==> src/rtl/spi_controller.sv <==
// spi_controller: byte-wide SPI master behind the SPI card window.
// 68030 register interface (020-style, 8-bit port) terminated with DSACK_N,
// SPI mode 0 serialiser running on CLKCPU.
// Optional build macro: SPI_WAIT_EN -- a DATA write while a transfer is in
// progress stalls the bus cycle until the shifter is idle instead of being
// dropped with OVERRUN.
module spi_controller #(
    parameter int CLKDIV = 4,
    parameter int NCS    = 2
) (
    input  logic           CLKCPU,
    input  logic           RESET,
    input  logic           SEL_N,
    input  logic           AS20,
    input  logic           DS20,
    input  logic           RW20,
    input  logic [1:0]     A,
    input  logic [7:0]     D,
    output logic [7:0]     DOUT,
    output logic           DOE,
    output logic           DSACK_N,
    output logic           SCLK,
    output logic           MOSI,
    input  logic           MISO,
    output logic [NCS-1:0] CS_N
);

    localparam logic [1:0] REG_DATA   = 2'd0;
    localparam logic [1:0] REG_STATUS = 2'd1;
    localparam logic [1:0] REG_CTRL   = 2'd2;
    localparam logic [7:0] DIV_RELOAD = 8'(CLKDIV - 1);

    typedef enum logic [1:0] {
        B_IDLE = 2'd0,
        B_ACK  = 2'd1,
        B_END  = 2'd2
    } bus_state_t;

    typedef enum logic [1:0] {
        S_IDLE = 2'd0,
        S_LOW  = 2'd1,
        S_HIGH = 2'd2
    } spi_state_t;

    // Synchronisers for the asynchronous CPU strobes
    logic as_meta_r;
    logic as_sync_r;
    logic ds_meta_r;
    logic ds_sync_r;

    // Bus side
    bus_state_t bus_state_r;
    bus_state_t bus_next_s;
    logic       cycle_start_s;
    logic       data_wr_s;
    logic       hold_s;
    logic       access_s;
    logic       start_s;
    logic       overrun_set_s;
    logic       status_rd_s;
    logic [7:0] read_mux_s;

    // Registers
    logic [NCS-1:0] cs_n_r;
    logic           overrun_r;
    logic [7:0]     dout_r;
    logic           doe_r;
    logic           dsack_n_r;

    // SPI side
    spi_state_t spi_state_r;
    spi_state_t spi_next_s;
    logic       busy_s;
    logic       div_zero_s;
    logic [7:0] div_r;
    logic [2:0] bit_cnt_r;
    logic [7:0] tx_r;
    logic [7:0] rx_shift_r;
    logic [7:0] rx_r;
    logic       sclk_r;
    logic       mosi_r;

    assign busy_s        = (spi_state_r != S_IDLE);
    assign div_zero_s    = (div_r == 8'd0);
    assign cycle_start_s = (ds_sync_r == 1'b0) && (SEL_N == 1'b0);
    assign data_wr_s     = (RW20 == 1'b0) && (A == REG_DATA);

`ifdef SPI_WAIT_EN
    // A DATA write that finds the shifter busy waits in B_IDLE; no OVERRUN.
    assign hold_s        = data_wr_s && busy_s;
    assign overrun_set_s = 1'b0;
`else
    // A DATA write that finds the shifter busy is acknowledged but dropped.
    assign hold_s        = 1'b0;
    assign overrun_set_s = access_s && data_wr_s && busy_s;
`endif

    assign start_s     = access_s && data_wr_s && !busy_s;
    assign status_rd_s = access_s && (RW20 == 1'b1) && (A == REG_STATUS);

    // Two-flop synchronisers on AS20/DS20 (idle high)
    always_ff @(posedge CLKCPU) begin
        if (RESET) begin
            as_meta_r <= 1'b1;
            as_sync_r <= 1'b1;
            ds_meta_r <= 1'b1;
            ds_sync_r <= 1'b1;
        end else begin
            as_meta_r <= AS20;
            as_sync_r <= as_meta_r;
            ds_meta_r <= DS20;
            ds_sync_r <= ds_meta_r;
        end
    end

    // Bus FSM state register
    always_ff @(posedge CLKCPU) begin
        if (RESET) begin
            bus_state_r <= B_IDLE;
        end else begin
            bus_state_r <= bus_next_s;
        end
    end

    // Bus FSM next state; the register access fires on the IDLE->ACK step
    always_comb begin
        bus_next_s = bus_state_r;
        access_s   = 1'b0;
        case (bus_state_r)
            B_IDLE: begin
                if (cycle_start_s && !hold_s) begin
                    bus_next_s = B_ACK;
                    access_s   = 1'b1;
                end else begin
                    bus_next_s = B_IDLE;
                end
            end
            B_ACK: begin
                if (as_sync_r) begin
                    bus_next_s = B_END;
                end else begin
                    bus_next_s = B_ACK;
                end
            end
            B_END: begin
                bus_next_s = B_IDLE;
            end
            default: begin
                bus_next_s = B_IDLE;
            end
        endcase
    end

    // Read data selection from pre-edge register values
    always_comb begin
        read_mux_s = 8'hFF;
        case (A)
            REG_DATA:   read_mux_s = rx_r;
            REG_STATUS: read_mux_s = {6'b000000, overrun_r, busy_s};
            REG_CTRL:   read_mux_s = {{(8 - NCS){1'b0}}, ~cs_n_r};
            default:    read_mux_s = 8'hFF;
        endcase
    end

    // Register file, bus outputs and OVERRUN flag (set beats clear)
    always_ff @(posedge CLKCPU) begin
        if (RESET) begin
            cs_n_r    <= {NCS{1'b1}};
            overrun_r <= 1'b0;
            dout_r    <= 8'hFF;
            doe_r     <= 1'b0;
            dsack_n_r <= 1'b1;
        end else begin
            dsack_n_r <= (bus_next_s != B_ACK);
            if (access_s) begin
                doe_r <= RW20;
                if (RW20) begin
                    dout_r <= read_mux_s;
                end
            end else if (bus_next_s != B_ACK) begin
                doe_r <= 1'b0;
            end
            if (access_s && (RW20 == 1'b0) && (A == REG_CTRL)) begin
                cs_n_r <= ~D[NCS-1:0];
            end
            if (overrun_set_s) begin
                overrun_r <= 1'b1;
            end else if (status_rd_s) begin
                overrun_r <= 1'b0;
            end
        end
    end

    // SPI FSM state register
    always_ff @(posedge CLKCPU) begin
        if (RESET) begin
            spi_state_r <= S_IDLE;
        end else begin
            spi_state_r <= spi_next_s;
        end
    end

    // SPI FSM next state: each SCLK phase lasts CLKDIV cycles
    always_comb begin
        spi_next_s = spi_state_r;
        case (spi_state_r)
            S_IDLE: begin
                if (start_s) begin
                    spi_next_s = S_LOW;
                end else begin
                    spi_next_s = S_IDLE;
                end
            end
            S_LOW: begin
                if (div_zero_s) begin
                    spi_next_s = S_HIGH;
                end else begin
                    spi_next_s = S_LOW;
                end
            end
            S_HIGH: begin
                if (div_zero_s) begin
                    if (bit_cnt_r == 3'd0) begin
                        spi_next_s = S_IDLE;
                    end else begin
                        spi_next_s = S_LOW;
                    end
                end else begin
                    spi_next_s = S_HIGH;
                end
            end
            default: begin
                spi_next_s = S_IDLE;
            end
        endcase
    end

    // SPI datapath: divider, bit counter, shifters, SCLK/MOSI; RX commits only at the end
    always_ff @(posedge CLKCPU) begin
        if (RESET) begin
            div_r      <= 8'd0;
            bit_cnt_r  <= 3'd0;
            tx_r       <= 8'hFF;
            rx_shift_r <= 8'hFF;
            rx_r       <= 8'hFF;
            sclk_r     <= 1'b0;
            mosi_r     <= 1'b1;
        end else begin
            case (spi_state_r)
                S_IDLE: begin
                    if (start_s) begin
                        tx_r      <= D;
                        mosi_r    <= D[7];
                        bit_cnt_r <= 3'd7;
                        div_r     <= DIV_RELOAD;
                        sclk_r    <= 1'b0;
                    end
                end
                S_LOW: begin
                    if (div_zero_s) begin
                        sclk_r     <= 1'b1;
                        rx_shift_r <= {rx_shift_r[6:0], MISO};
                        div_r      <= DIV_RELOAD;
                    end else begin
                        div_r <= div_r - 8'd1;
                    end
                end
                S_HIGH: begin
                    if (div_zero_s) begin
                        sclk_r <= 1'b0;
                        div_r  <= DIV_RELOAD;
                        if (bit_cnt_r == 3'd0) begin
                            rx_r <= rx_shift_r;
                        end else begin
                            bit_cnt_r <= bit_cnt_r - 3'd1;
                            tx_r      <= {tx_r[6:0], 1'b0};
                            mosi_r    <= tx_r[6];
                        end
                    end else begin
                        div_r <= div_r - 8'd1;
                    end
                end
                default: begin
                    sclk_r <= 1'b0;
                end
            endcase
        end
    end

    assign DOUT    = dout_r;
    assign DOE     = doe_r;
    assign DSACK_N = dsack_n_r;
    assign SCLK    = sclk_r;
    assign MOSI    = mosi_r;
    assign CS_N    = cs_n_r;

endmodule
==> config.mk <==
export PLATFORM = sky130hd
export DESIGN_NAME = spi_controller
export DESIGN_NICKNAME = d
export VERILOG_FILES = /design/src/rtl/spi_controller.sv
export SDC_FILE = /design/constraint.sdc
export NUM_CORES = 1
export LEC_CHECK = 0
export CORE_UTILIZATION = 40
export DETAILED_ROUTE_END_ITERATION = 16
export PLACE_DENSITY = 0.68
export SETUP_SLACK_MARGIN = 0.02
export SYNTH_ARGS = -nofsm -noshare
export SYNTH_HDL_FRONTEND = slang
export SYNTH_SLANG_ARGS = --single-unit
==> constraint.sdc <==
create_clock -name CLKCPU -period 1.71 [get_ports CLKCPU]
set_input_delay 0.4275 -clock CLKCPU [delete_from_list [all_inputs] [get_ports CLKCPU]]
set_output_delay 0.4275 -clock CLKCPU [all_outputs]
set_load 0.005 [all_outputs]
==> results.yml, run 1 <==
place:
  dp_slack_ns: -0.565
  numPortBuffers: 30
  hpwl_um: 4360
  place_area_mm2: 0.00333
  gp_congestion: 0.772
finish:
  n_antenna_cell: 0
  fin_util_pct: 63.8
  layout_common_cells: "49 x dfxtp_1, 45 x buf_4, 30 x nand2_1"
  syn_to_final_growth_pct: 50.7
  drive_gt1_share_pct: 35.5
  design_area_mm2: 0.00387
  final_common_cell: "dfxtp_1"
  final_nets: 389
synth:
  synthCells: 276
  synth.area.top_cells: "dfxtp_1 44%, mux2i_1 6.6%, ha_1 5.4%, nand2_1 4.5%, o21ai_0 4.1%"
  synth.largest_area_cell: "dfxtp_1"
  synth-edff-count: 0
  synthesis.area_mm2: 0.00257
  synth-seq-cells: 57
  yosysUniqueCellTypes: 44
  yosysTopAreaCellShare_pct: 44.4
  ys.flop_type: "dfxtp_1"
  ys_seq_area_share_pct: 44.4
  yosysWarnings: 0
  async_flop_share_pct: 0
  synth_fp_nets: 304
  synth.avg_cell_area_um2: 9.30
global_route:
  grt_pass1_wl_um: 10600
  antenna_found_initial: 0
  grt_pass1_vias: 2276
  gr-total-overflow: 0
  grt_usage_pct: 21.2
  grt_max_degree: 24
detailed_routing:
  postRouteAntennaNets: 0
  routed_wl_um: 6900
  route.detailed.drc: 0
  drt_iter0_drc: 140
  vias: 2395
  drt_pass1_iterations: 4
  viasPerCell: 5.43
  drt-wirelength-per-cell_um: 15.7
power_and_ir_drop:
  leakage_nw: 1.64
  ir_drop_uv: 856
  powerDensity_mw_per_mm2: 779
  switching_power_mw: 0.696
  p_sw_share_pct: 23.1
  internal_power_mw: 2.32
  pwr-share-clk_pct: 48.0
  power_frac_comb_pct: 7.3
  p_seq_share_pct: 44.6
setup_path:
  path_cells: "or4_4 > o32a_4 > o31a_1 > o31a_1"
  worst-path-max-fanout: 8
  endpoint_kind: "flop"
  crit_required_ns: 1.95
  critPathArrivalTime_ns: 2.00
  cp.depth: 4
  start_kind: "flop"
  critPathMaxStageDelay_ns: 0.55
  worstPathBufferInverterCount: 0
  crit_slowest_cell: "or4_4"
  worst_path_most_repeated_cell: "o31a_1"
  path_class: "reg -> reg"
  reg2reg_depth: 4
  critPathTopFamily: "compound AO/OA/AOI/OAI gates"
floorplanning:
  initial_core_util_pct: 42.4
  row_count: 28
  core-area_mm2: 0.00606
  dieHeight_um: 82.1
  ioPinCount: 31
  die-area_mm2: 0.00674
  die_w_um: 82.1
clocking:
  clkLatencyLatePin_ns: 0.34
  htreeDepth: 3
  root_buffer: "clkbuf_8"
  path_clk_slew_ns: 0.07
  cts_tree: "done"
  clock_path_buffers: 2
  numCtsBuffers: 9
  clkSinkCount: 57
  hold_buffers: 0
timing:
  rsz0062_at_grt: "yes"
  worstMarginPinSlew_ns: 0.376
  finalSetupViolCount: 5
  report.final.slew_viol_count: 0
  final.hold.worst_slack_ns: 0.409
  hold_viol: 0
  fmax_mhz: 566
  relSlewSlack_pct: 74.9
  fin_skew_ns: 0.0104
  layout_setup_ws_ns: -0.0558
  period_needed_ns: 1.77
  finalCritPeriodShare_pct: 103
run_status:
  violations: "setup timing"
  status: "finished with violations"
hold_path:
  min_path_type: "reg -> reg"
  min_path_cells: 1
run:
  drv_cap: 0
## final cells by class
type                       instances  area [µm²]
timing repair buffer              85         751
fill                             460        2190
inverter                          17        63.8
clock inverter                     6        90.1
multi-input combinational        191        1580
clock buffer                      10         138
sequential                        57        1160
tap                               75        93.8
## worst paths after layout
path	from	endpoint	slack, ns
worst min-delay path	as_meta_r	as_sync_r	0.41
worst max register to register	bus_state_r[1]	bit_cnt_r[2]	-0.06
worst max-delay path	bus_state_r[1]	bit_cnt_r[2]	-0.06
worst min register to register	as_meta_r	as_sync_r	0.41
## Yosys cell counts, types with 5 or more instances
library cell / n
clkbuf_1: 10
a21oi_1: 19
nor2b_1: 5
o21ai_0: 21
nand2_1: 31
nor2_1: 6
a2111oi_0: 7
or3_1: 7
and2_1: 7
o211ai_1: 8
mux2i_1: 17
ha_1: 11
inv_1: 17
dfxtp_1: 57
## cells by family after synthesis
| kind of cell | share of synthesized area, % |
|---|---|
| multiplexers | 6.63 |
| buffers and inverters | 4.14 |
| adder cells (fa/ha/maj) | 5.36 |
| flip-flops | 44.4 |
| AO/OA/AOI/OAI | 20.9 |
| AND/OR/NAND/NOR | 18.5 |
## per-stage QoR
step | TNS [ns] | instances | total power, mW
after global routing | -0.878 | 441 | 3.10
after CTS | -0.312 | 439 | 3.01
after detailed placement | -12.47 | 418 | 1.57
final | -0.117 | 441 | 3.01
after global placement | -11.74 | 418 | 1.57
after floorplan | 0 | 276 | 1.46
## state kept, by name (all words and copies together) (netlist names), 2 cells and up
signal       flops
CS_N             2
DOUT             8
bit_cnt_r        3
bus_state_r      2
div_r            8
rx_r             8
rx_shift_r       8
spi_state_r      2
tx_r             7
## layer usage
layer / global-route usage (%) / part of all wire [%] / vias up
met2: 35.3 / 50 / 37
met3: 4.95 / 2.3 / 13
met5: 0 / 0 / -
met1: 26.6 / 46 / 1167
met4: 7.89 / 2.1 / 0
li1: - / - / 1178
## power groups by stage
stage,clock [mW],sequential (mW),combinational [mW]
floorplan,0,1.38,0.0791
global placement,0,1.38,0.193
detailed placement,0,1.38,0.195
CTS,1.46,1.35,0.204
global route,1.52,1.35,0.239
finish,1.45,1.35,0.221
## repair_timing
item / in CTS / in global routing
buffers inserted: 4 / 1
pin swaps: 6 / 19
cloned: 1 / 1
setup endpoints to repair: 24 / 38
gates resized for setup: 20 / 61
No activity file was read; power rests on OpenSTA's default activity.
==> run 2: changes to the inputs <==
--- a/config.mk
+++ b/config.mk
@@ -5,6 +5,7 @@
 export SDC_FILE = /design/constraint.sdc
 export NUM_CORES = 1
 export LEC_CHECK = 0
+export CAP_MARGIN = 20
 export CORE_UTILIZATION = 40
 export DETAILED_ROUTE_END_ITERATION = 16
 export PLACE_DENSITY = 0.68
==> results of run 2 <==
Same layout as run 1: the final DEF is identical, and so are final timing and power.
